File: src/rtl/aes_ctr_ctrl.sv
// CTR-mode front end for an AES encrypt core: issues the counter block, waits for
// the keystream, and returns din XOR keystream on a valid/ready output stream.
module aes_ctr_ctrl #(
   parameter int unsigned CTR_W   = 32,
   parameter int unsigned TIMEOUT = 255
) (
   input  logic         clk,
   input  logic         reset,
   input  logic         iv_load,
   input  logic [127:0] iv,
   input  logic         din_valid,
   input  logic [127:0] din,
   output logic         din_ready,
   output logic         dout_valid,
   output logic [127:0] dout,
   input  logic         dout_ready,
   output logic         aes_pt_valid,
   output logic [127:0] aes_pt,
   input  logic         aes_ct_rdy,
   input  logic [127:0] aes_ct,
   output logic         busy,
   output logic         err
);

   typedef enum logic [2:0] {
      IDLE_NOIV,
      READY,
      ISSUE,
      WAIT,
      OUT
   } state_t;

   // Mask of the incrementing low field; works unchanged for CTR_W = 128.
   localparam logic [127:0] LOW_MASK = {128{1'b1}} >> (128 - CTR_W);
   localparam logic [7:0]   TMO      = 8'(TIMEOUT);

   state_t       state, state_nx;
   logic [127:0] ctr, ctr_nx;
   logic [127:0] data, data_nx;
   logic [127:0] dout_q, dout_nx;
   logic         err_q, err_nx;
   logic         armed, armed_nx;
   logic [7:0]   tcnt, tcnt_nx;
   logic [127:0] ctr_inc;

   assign ctr_inc = (ctr & ~LOW_MASK) | ((ctr + 128'd1) & LOW_MASK);

   always_ff @(posedge clk) begin
      if (reset) begin
         state  <= IDLE_NOIV;
         ctr    <= '0;
         data   <= '0;
         dout_q <= '0;
         err_q  <= 1'b0;
         armed  <= 1'b0;
         tcnt   <= '0;
      end else begin
         state  <= state_nx;
         ctr    <= ctr_nx;
         data   <= data_nx;
         dout_q <= dout_nx;
         err_q  <= err_nx;
         armed  <= armed_nx;
         tcnt   <= tcnt_nx;
      end
   end

   always_comb begin
      state_nx     = state;
      ctr_nx       = ctr;
      data_nx      = data;
      dout_nx      = dout_q;
      err_nx       = err_q;
      armed_nx     = armed;
      tcnt_nx      = tcnt;
      din_ready    = 1'b0;
      aes_pt_valid = 1'b0;
      dout_valid   = 1'b0;
      unique case (state)
         IDLE_NOIV: begin
            if (iv_load) begin
               ctr_nx   = iv;
               err_nx   = 1'b0;
               state_nx = READY;
            end
         end
         READY: begin
            // A reload wins over data, so din is not accepted in that cycle.
            din_ready = !iv_load;
            if (iv_load) begin
               ctr_nx = iv;
               err_nx = 1'b0;
            end else if (din_valid) begin
               data_nx  = din;
               state_nx = ISSUE;
            end
         end
         ISSUE: begin
            aes_pt_valid = 1'b1;
            armed_nx     = 1'b0;
            tcnt_nx      = '0;
            state_nx     = WAIT;
         end
         WAIT: begin
            // A ready level only counts once it has been seen low in this block.
            if (armed && aes_ct_rdy) begin
               dout_nx  = data ^ aes_ct;
               ctr_nx   = ctr_inc;
               state_nx = OUT;
            end else begin
               if (!aes_ct_rdy) armed_nx = 1'b1;
               tcnt_nx = tcnt + 8'd1;
               if (tcnt_nx == TMO) begin
                  err_nx   = 1'b1;
                  state_nx = IDLE_NOIV;
               end
            end
         end
         OUT: begin
            dout_valid = 1'b1;
            if (dout_ready) state_nx = READY;
         end
         default: state_nx = IDLE_NOIV;
      endcase
   end

   assign dout   = dout_q;
   assign aes_pt = ctr;
   assign err    = err_q;
   assign busy   = (state == ISSUE) || (state == WAIT) || (state == OUT);

endmodule

File: config.mk
export PLATFORM = sky130hd
export DESIGN_NAME = aes_ctr_ctrl
export DESIGN_NICKNAME = d
export VERILOG_FILES = /design/src/rtl/aes_ctr_ctrl.sv
export SDC_FILE = /design/constraint.sdc
export NUM_CORES = 1
export LEC_CHECK = 0
export ABC_AREA = 1
export CORE_AREA = 2 2 250 252
export DETAILED_ROUTE_END_ITERATION = 6
export DIE_AREA = 0 0 252 254
export PLACE_DENSITY_LB_ADDON = 0.15
export SKIP_LAST_GASP = 1
export SLEW_MARGIN = 20
export SYNTH_ARGS = -nofsm -noshare
export SYNTH_HDL_FRONTEND = slang
export SYNTH_SLANG_ARGS = --single-unit
File: constraint.sdc
create_clock -name clk -period 1.7 [get_ports clk]
set_input_delay 0.34 -clock clk [delete_from_list [all_inputs] [get_ports clk]]
set_output_delay 0.34 -clock clk [all_outputs]
set_load 0.01 [all_outputs]
==> impl_metrics.yaml, run 1 <==
placed_design:
  post-dp-hpwl_mm: 46.1
  gp_routability_congestion: 0.869
  place_ws_ns: -0.274
  portBuffers: 650
  place_area_um2: 23900
sta:
  hold_viol: 0
  period_needed_ns: 1.72
  setup_viol: 1
  slew_violations: 0
  setup_ws_ns: -0.0243
  max_freq_mhz: 580
  worst_slew_pin_slew_ns: 0.374
  post-route-period-util_pct: 101
  skew_ns: 0.0116
  grt_setup_unrepaired: "true"
  slew-limit-headroom_pct: 75.1
worst_setup_path:
  endpoint_kind: "primary output"
  required_ns: 1.36
  cp_max_fo: 5
  critPathBufInv: 2
  ff2ff_path_depth: 11
  critPathTopFamily: "flip-flops"
  arrival_ns: 1.38
  crit_end: "busy"
  worstSetupStartpointType: "register"
  r2r-start: "state[2]"
  crit_cells: 4
  startpoint: "state[1]"
  path_cells: "nor2_4 > inv_2 > o21ai_2 > buf_6"
  r2r_slack_ns: 0.05
  path_class: "register to primary output"
  r2r_end: "dout[11]"
  cp_slowest_cell: "dfxtp_4"
  slowest_delay_ns: 0.38
drt:
  drc_errors: 15
  wirelength_mm: 64.5
  drt-wirelength-per-cell_um: 18.0
  first_iter_violations: 829
  postRouteAntennaNets: 0
  firstDrtPassIters: 7
  avgViaCountPerCell: 4.54
  vias: 16300
grt:
  grt.overflow.total: 0
  grt_pass1_wl_mm: 93.1
  grt_util_all_layers_pct: 18.6
  grt_max_degree: 59
  grt_pass1_vias: 15900
  antenna_found_initial: 9
yosys:
  async_reset_ff_share_pct: 0
  synth_top_area_share_pct: 50.3
  syn_area_per_cell_um2: 7.66
  ys_types: 31
  yosys.area.top_type: "dfxtp_1"
  synth_flop_cell: "dfxtp_1"
  ys_seq_area_share_pct: 50.3
  synth_commonest_cells: "nor2_1 (551), dfxtp_1 (397), o21ai_0 (356)"
  yosys-top-cells-area: "dfxtp_1 (50%), nor2_1 (13%), o21ai_0 (11%)"
  syn_inst: 2061
  yosys_warnings: 0
  syn-cell-area_um2: 15800
  synth.most_common_cell: "nor2_1"
  synth-edff-count: 0
  synth_nets: 2454
  synth-seq-cells: 397
outcome:
  status: "finished, violations left"
  violations: "DRC, setup timing"
final_layout:
  area_growth_syn_to_layout_pct: 63.8
  final_area_um2: 25900
  fin_nets: 3153
  drive_above_1_share_pct: 10.0
clock_network:
  cts_buffers: 49
  clkLatencyLatePin_ns: 0.58
  clk_path_buf_depth: 3
  cts_hold_buf: 0
  cts_root_buf: "clkbuf_16"
  cts_sinks: 397
  h-tree-depth: 2
  cts_tree: "done"
  clk_pin_slew_ns: 0.06
min_path:
  hp-class: "input pin to register"
floorplan:
  core_area_um2: 61300
  die_area_um2: 64000
  pin_count: 651
  die-width_um: 252
  rows: 91
  initial_core_util_pct: 25.8
  die_y_um: 254
power_and_ir_drop:
  ir_drop_mv: 0.767
  power-per-cell-area_nw_per_um2: 974
  p_leak_nw: 10.8
job:
  maxCapViolations: 0
## layer usage
| layer | vias to the layer above | wire length (um) | global-route usage (%) |
|---|---|---|---|
| met5 | - | 53 | 0 |
| met4 | 8 | 1660 | 5.87 |
| met3 | 112 | 4520 | 5.04 |
| met2 | 498 | 32200 | 32.9 |
| met1 | 7552 | 26100 | 21.7 |
| li1 | 8148 | - | - |
## registers in the layout (all words and copies together) (netlist names)
| register | count |
|---|---|
| err | 1 |
| aes_pt | 128 |
| tcnt | 8 |
| data | 128 |
| state | 3 |
| armed | 1 |
| dout | 128 |
## per-stage QoR
stage	total power, mW	instances	util, %	hold slack [ns]	TNS [ns]
after global routing	26.4	3592	42.2	0.325	-0.377
after global placement	14.8	3470	38.9	0.457	-57.82
after floorplan	12.2	2061	-	0.462	0
after detailed placement	14.8	3470	38.9	0.464	-59.14
after CTS	25.5	3566	41.4	0.300	-0.226
final	25.2	3593	42.2	0.347	-0.0243
## logic make-up after synthesis
| logic type | after synthesis | synth area share (%) |
|---|---|---|
| compound gates | 571 | 18.3 |
| simple gates | 776 | 19.0 |
| xor+xnor | 131 | 7.27 |
| fa+ha+maj | 3 | 0.238 |
| buf+inv | 183 | 4.83 |
| flops | 397 | 50.3 |
## worst register-to-register path, delay by kind of cell, from the launching register on
kind                   cells  cell delay (ns)
AO/OA/AOI/OAI              2             0.20
flip-flops                 1             0.37
AND/OR/NAND/NOR            3             0.32
buffers and inverters      6             0.70
## where the power goes
group	internal, mW	switching, mW
sequential	9.90	0.446
combinational	2.24	1.91
clock	6.45	4.23
## how the worst min path moves through the flow
stage                 start  depth (start not counted)  slack (ns)           to
detailed placement      err                          2        0.46          err
CTS                  iv[67]                          3        0.30   aes_pt[67]
finish                iv[2]                          3        0.35    aes_pt[2]
floorplan           tcnt[6]                          2        0.46      tcnt[6]
global route        iv[110]                          3        0.33  aes_pt[110]
global placement        err                          2        0.46          err
## final cells by class
type                            instances  area (um^2)
Inverter                               51          209
Tap cell                              790          988
Clock inverter                         20          230
Timing Repair Buffer                  780         7830
Fill cell                            6207        35400
Clock buffer                           70         1430
Antenna cell                            4         10.0
Multi-Input combinational cell       1481         7170
Sequential cell                       397         8000
## repair_timing
action | CTS | global route
cloned | 0 | 10
buffers inserted | 6 | 13
resized for setup | 336 | 43
setup endpoints to repair | 263 | 251
pin swaps | 4 | 5
## placed cells by master (no fill, tap or decap), drive strengths merged, types with 4 or more instances in the layout
| cell type | n |
|---|---|
| clkdlybuf4s15 | 6 |
| clkbuf | 79 |
| dfxtp | 397 |
| diode | 4 |
| bufinv | 4 |
| or2 | 4 |
| dlygate4sd2 | 250 |
| clkdlybuf4s50 | 389 |
| nand4 | 4 |
| nand2 | 174 |
| a21oi | 172 |
| inv | 51 |
| clkinv | 13 |
| xnor2 | 129 |
| o21ai | 383 |
| nand3 | 38 |
| a31oi | 4 |
| buf | 126 |
| nor2 | 555 |
(Power assumes the default switching activity.)
==> inputs of run 2 (changes only) <==
- CAP_MARGIN: default -> 15
- SKIP_LAST_GASP: 1 -> default
==> run 2 against run 1 <==
Against the previous run:
- the flow still finishes with violations (DRC, setup timing)
- worst setup slack improved by 0.0017 ns
- non-clock buffer count fell by 2
- count of clock-buffer cells in the layout did not move
- clock power barely moved
- sequential cell count did not move
- register-to-register slack barely moved
==> impl_metrics.yaml, run 2 (synthesis gave the netlist of run 1 again) <==
outcome:
  status: "finished, violations left"
  violations: "DRC, setup timing"
grt:
  antenna_found_initial: 9
  grt.overflow.total: 0
  grt_pass1_vias: 15900
  grt_util_all_layers_pct: 18.6
  grt_pass1_wl_mm: 93.1
  grt_max_degree: 59
sta:
  slew-limit-headroom_pct: 74.9
  post-route-period-util_pct: 101
  period_needed_ns: 1.72
  fin_tns_setup_ns: -0.0226
  setup_ws_ns: -0.0226
  slew_violations: 0
  setup_viol: 1
  max_freq_mhz: 581
  hold_viol: 0
  skew_ns: 0.0116
  grt_setup_unrepaired: "true"
  worst_slew_pin_slew_ns: 0.376
  holdWs_ns: 0.347
job:
  maxCapViolations: 0
worst_setup_path:
  required_ns: 1.36
  slowest_delay_ns: 0.37
  cp_max_fo: 4
  arrival_ns: 1.38
  cp_slowest_cell: "dfxtp_4"
  critPathTopFamily: "flip-flops"
  worstSetupStartpointType: "register"
  path_class: "register to primary output"
  critPathBufInv: 2
  path_cells: "nor2_4 > inv_2 > o21ai_2 > buf_6"
  endpoint_kind: "primary output"
clock_network:
  h-tree-depth: 2
  cts_buffers: 49
  cts_sinks: 397
  cts_tree: "done"
  clk_pin_slew_ns: 0.06
  clkLatencyLatePin_ns: 0.58
  cts_root_buf: "clkbuf_16"
  clk_path_buf_depth: 3
drt:
  drc_errors: 11
  vias: 16200
  postRouteAntennaNets: 0
  firstDrtPassIters: 7
  first_iter_violations: 850
  drt-wirelength-per-cell_um: 17.9
  avgViaCountPerCell: 4.52
  wirelength_mm: 64.2
placed_design:
  place_area_um2: 23900
  placedCellCount: 3470
  post-dp-hpwl_mm: 46.1
  gp_routability_congestion: 0.869
  portBuffers: 650
floorplan:
  die_area_um2: 64000
  die_y_um: 254
  die-width_um: 252
  rows: 91
  pin_count: 651
  initial_core_util_pct: 25.8
  core_area_um2: 61300
final_layout:
  fin_nets: 3151
  fin_cells: 3591
  area_growth_syn_to_layout_pct: 63.3
  final_cell_mix: "nor2_1 (541), clkdlybuf4s50_1 (389), dfxtp_1 (366), o21ai_0 (346), dlygate4sd2_1 (250)"
  final_area_um2: 25800
  drive_above_1_share_pct: 9.97
  layout_commonest_cell: "nor2_1"
power_and_ir_drop:
  power-per-cell-area_nw_per_um2: 977
  p_leak_nw: 10.7
  ir_drop_mv: 0.767
  p_total_mw: 25.2
min_path:
  hp-class: "input pin to register"
==> run 2: metal layers <==
metal | track usage (%) | vias up | share of wire [%]
li1 | - | 8144 | -
met1 | 21.7 | 7495 | 41
met3 | 5.04 | 104 | 6.8
met4 | 5.87 | 8 | 2.5
met2 | 33.0 | 463 | 50
met5 | 0 | - | 0.083
==> run 2: cell type report <==
class                      count  area [um^2]
antenna                        4         10.0
fill                        6211        35500
inverter                      51          211
sequential                   397         8000
timing repair buffer         778         7740
multi-input combinational   1481         7170
tap                          790          988
clock buffer                  70         1430
clock inverter                20          230
==> run 2: power breakdown <==
part	internal [mW]	switching, mW
clock	6.45	4.23
sequential	9.90	0.444
combinational	2.25	1.92
total	18.6	6.59
==> run 2: path summary, 6_finish.rpt <==
check             startpoint   endpoint  slack [ns]  cells after the start
setup / recovery    state[1]       busy       -0.02                      4
hold / removal         iv[2]  aes_pt[2]        0.35                      3
setup reg to reg    state[2]   dout[93]        0.06                     10
hold reg to reg          err        err        0.47                      2
==> run 2: worst min-delay path: stages <==
cell and delay, ns:
clkdlybuf4s50_1 0.40, nand2_1 0.07, a31oi_1 0.07
==> run 2: timing repair <==
item                                    4_1_cts  5_1_grt
gates resized for setup                     340       39
pin swaps                                     4        5
endpoints found under the setup margin      263      256
hold buffers                                  0        0
cloned                                        0        7
buffers inserted                              6       14
==> run 2: metrics by stage <==
stage,setup WS [ns],utilization [%]
2_1_floorplan,0.0736,-
3_3_place_gp,-0.324,38.9
3_5_place_dp,-0.274,38.9
4_1_cts,-0.0577,41.4
5_1_grt,-0.0835,42.1
6_report,-0.0226,42.1
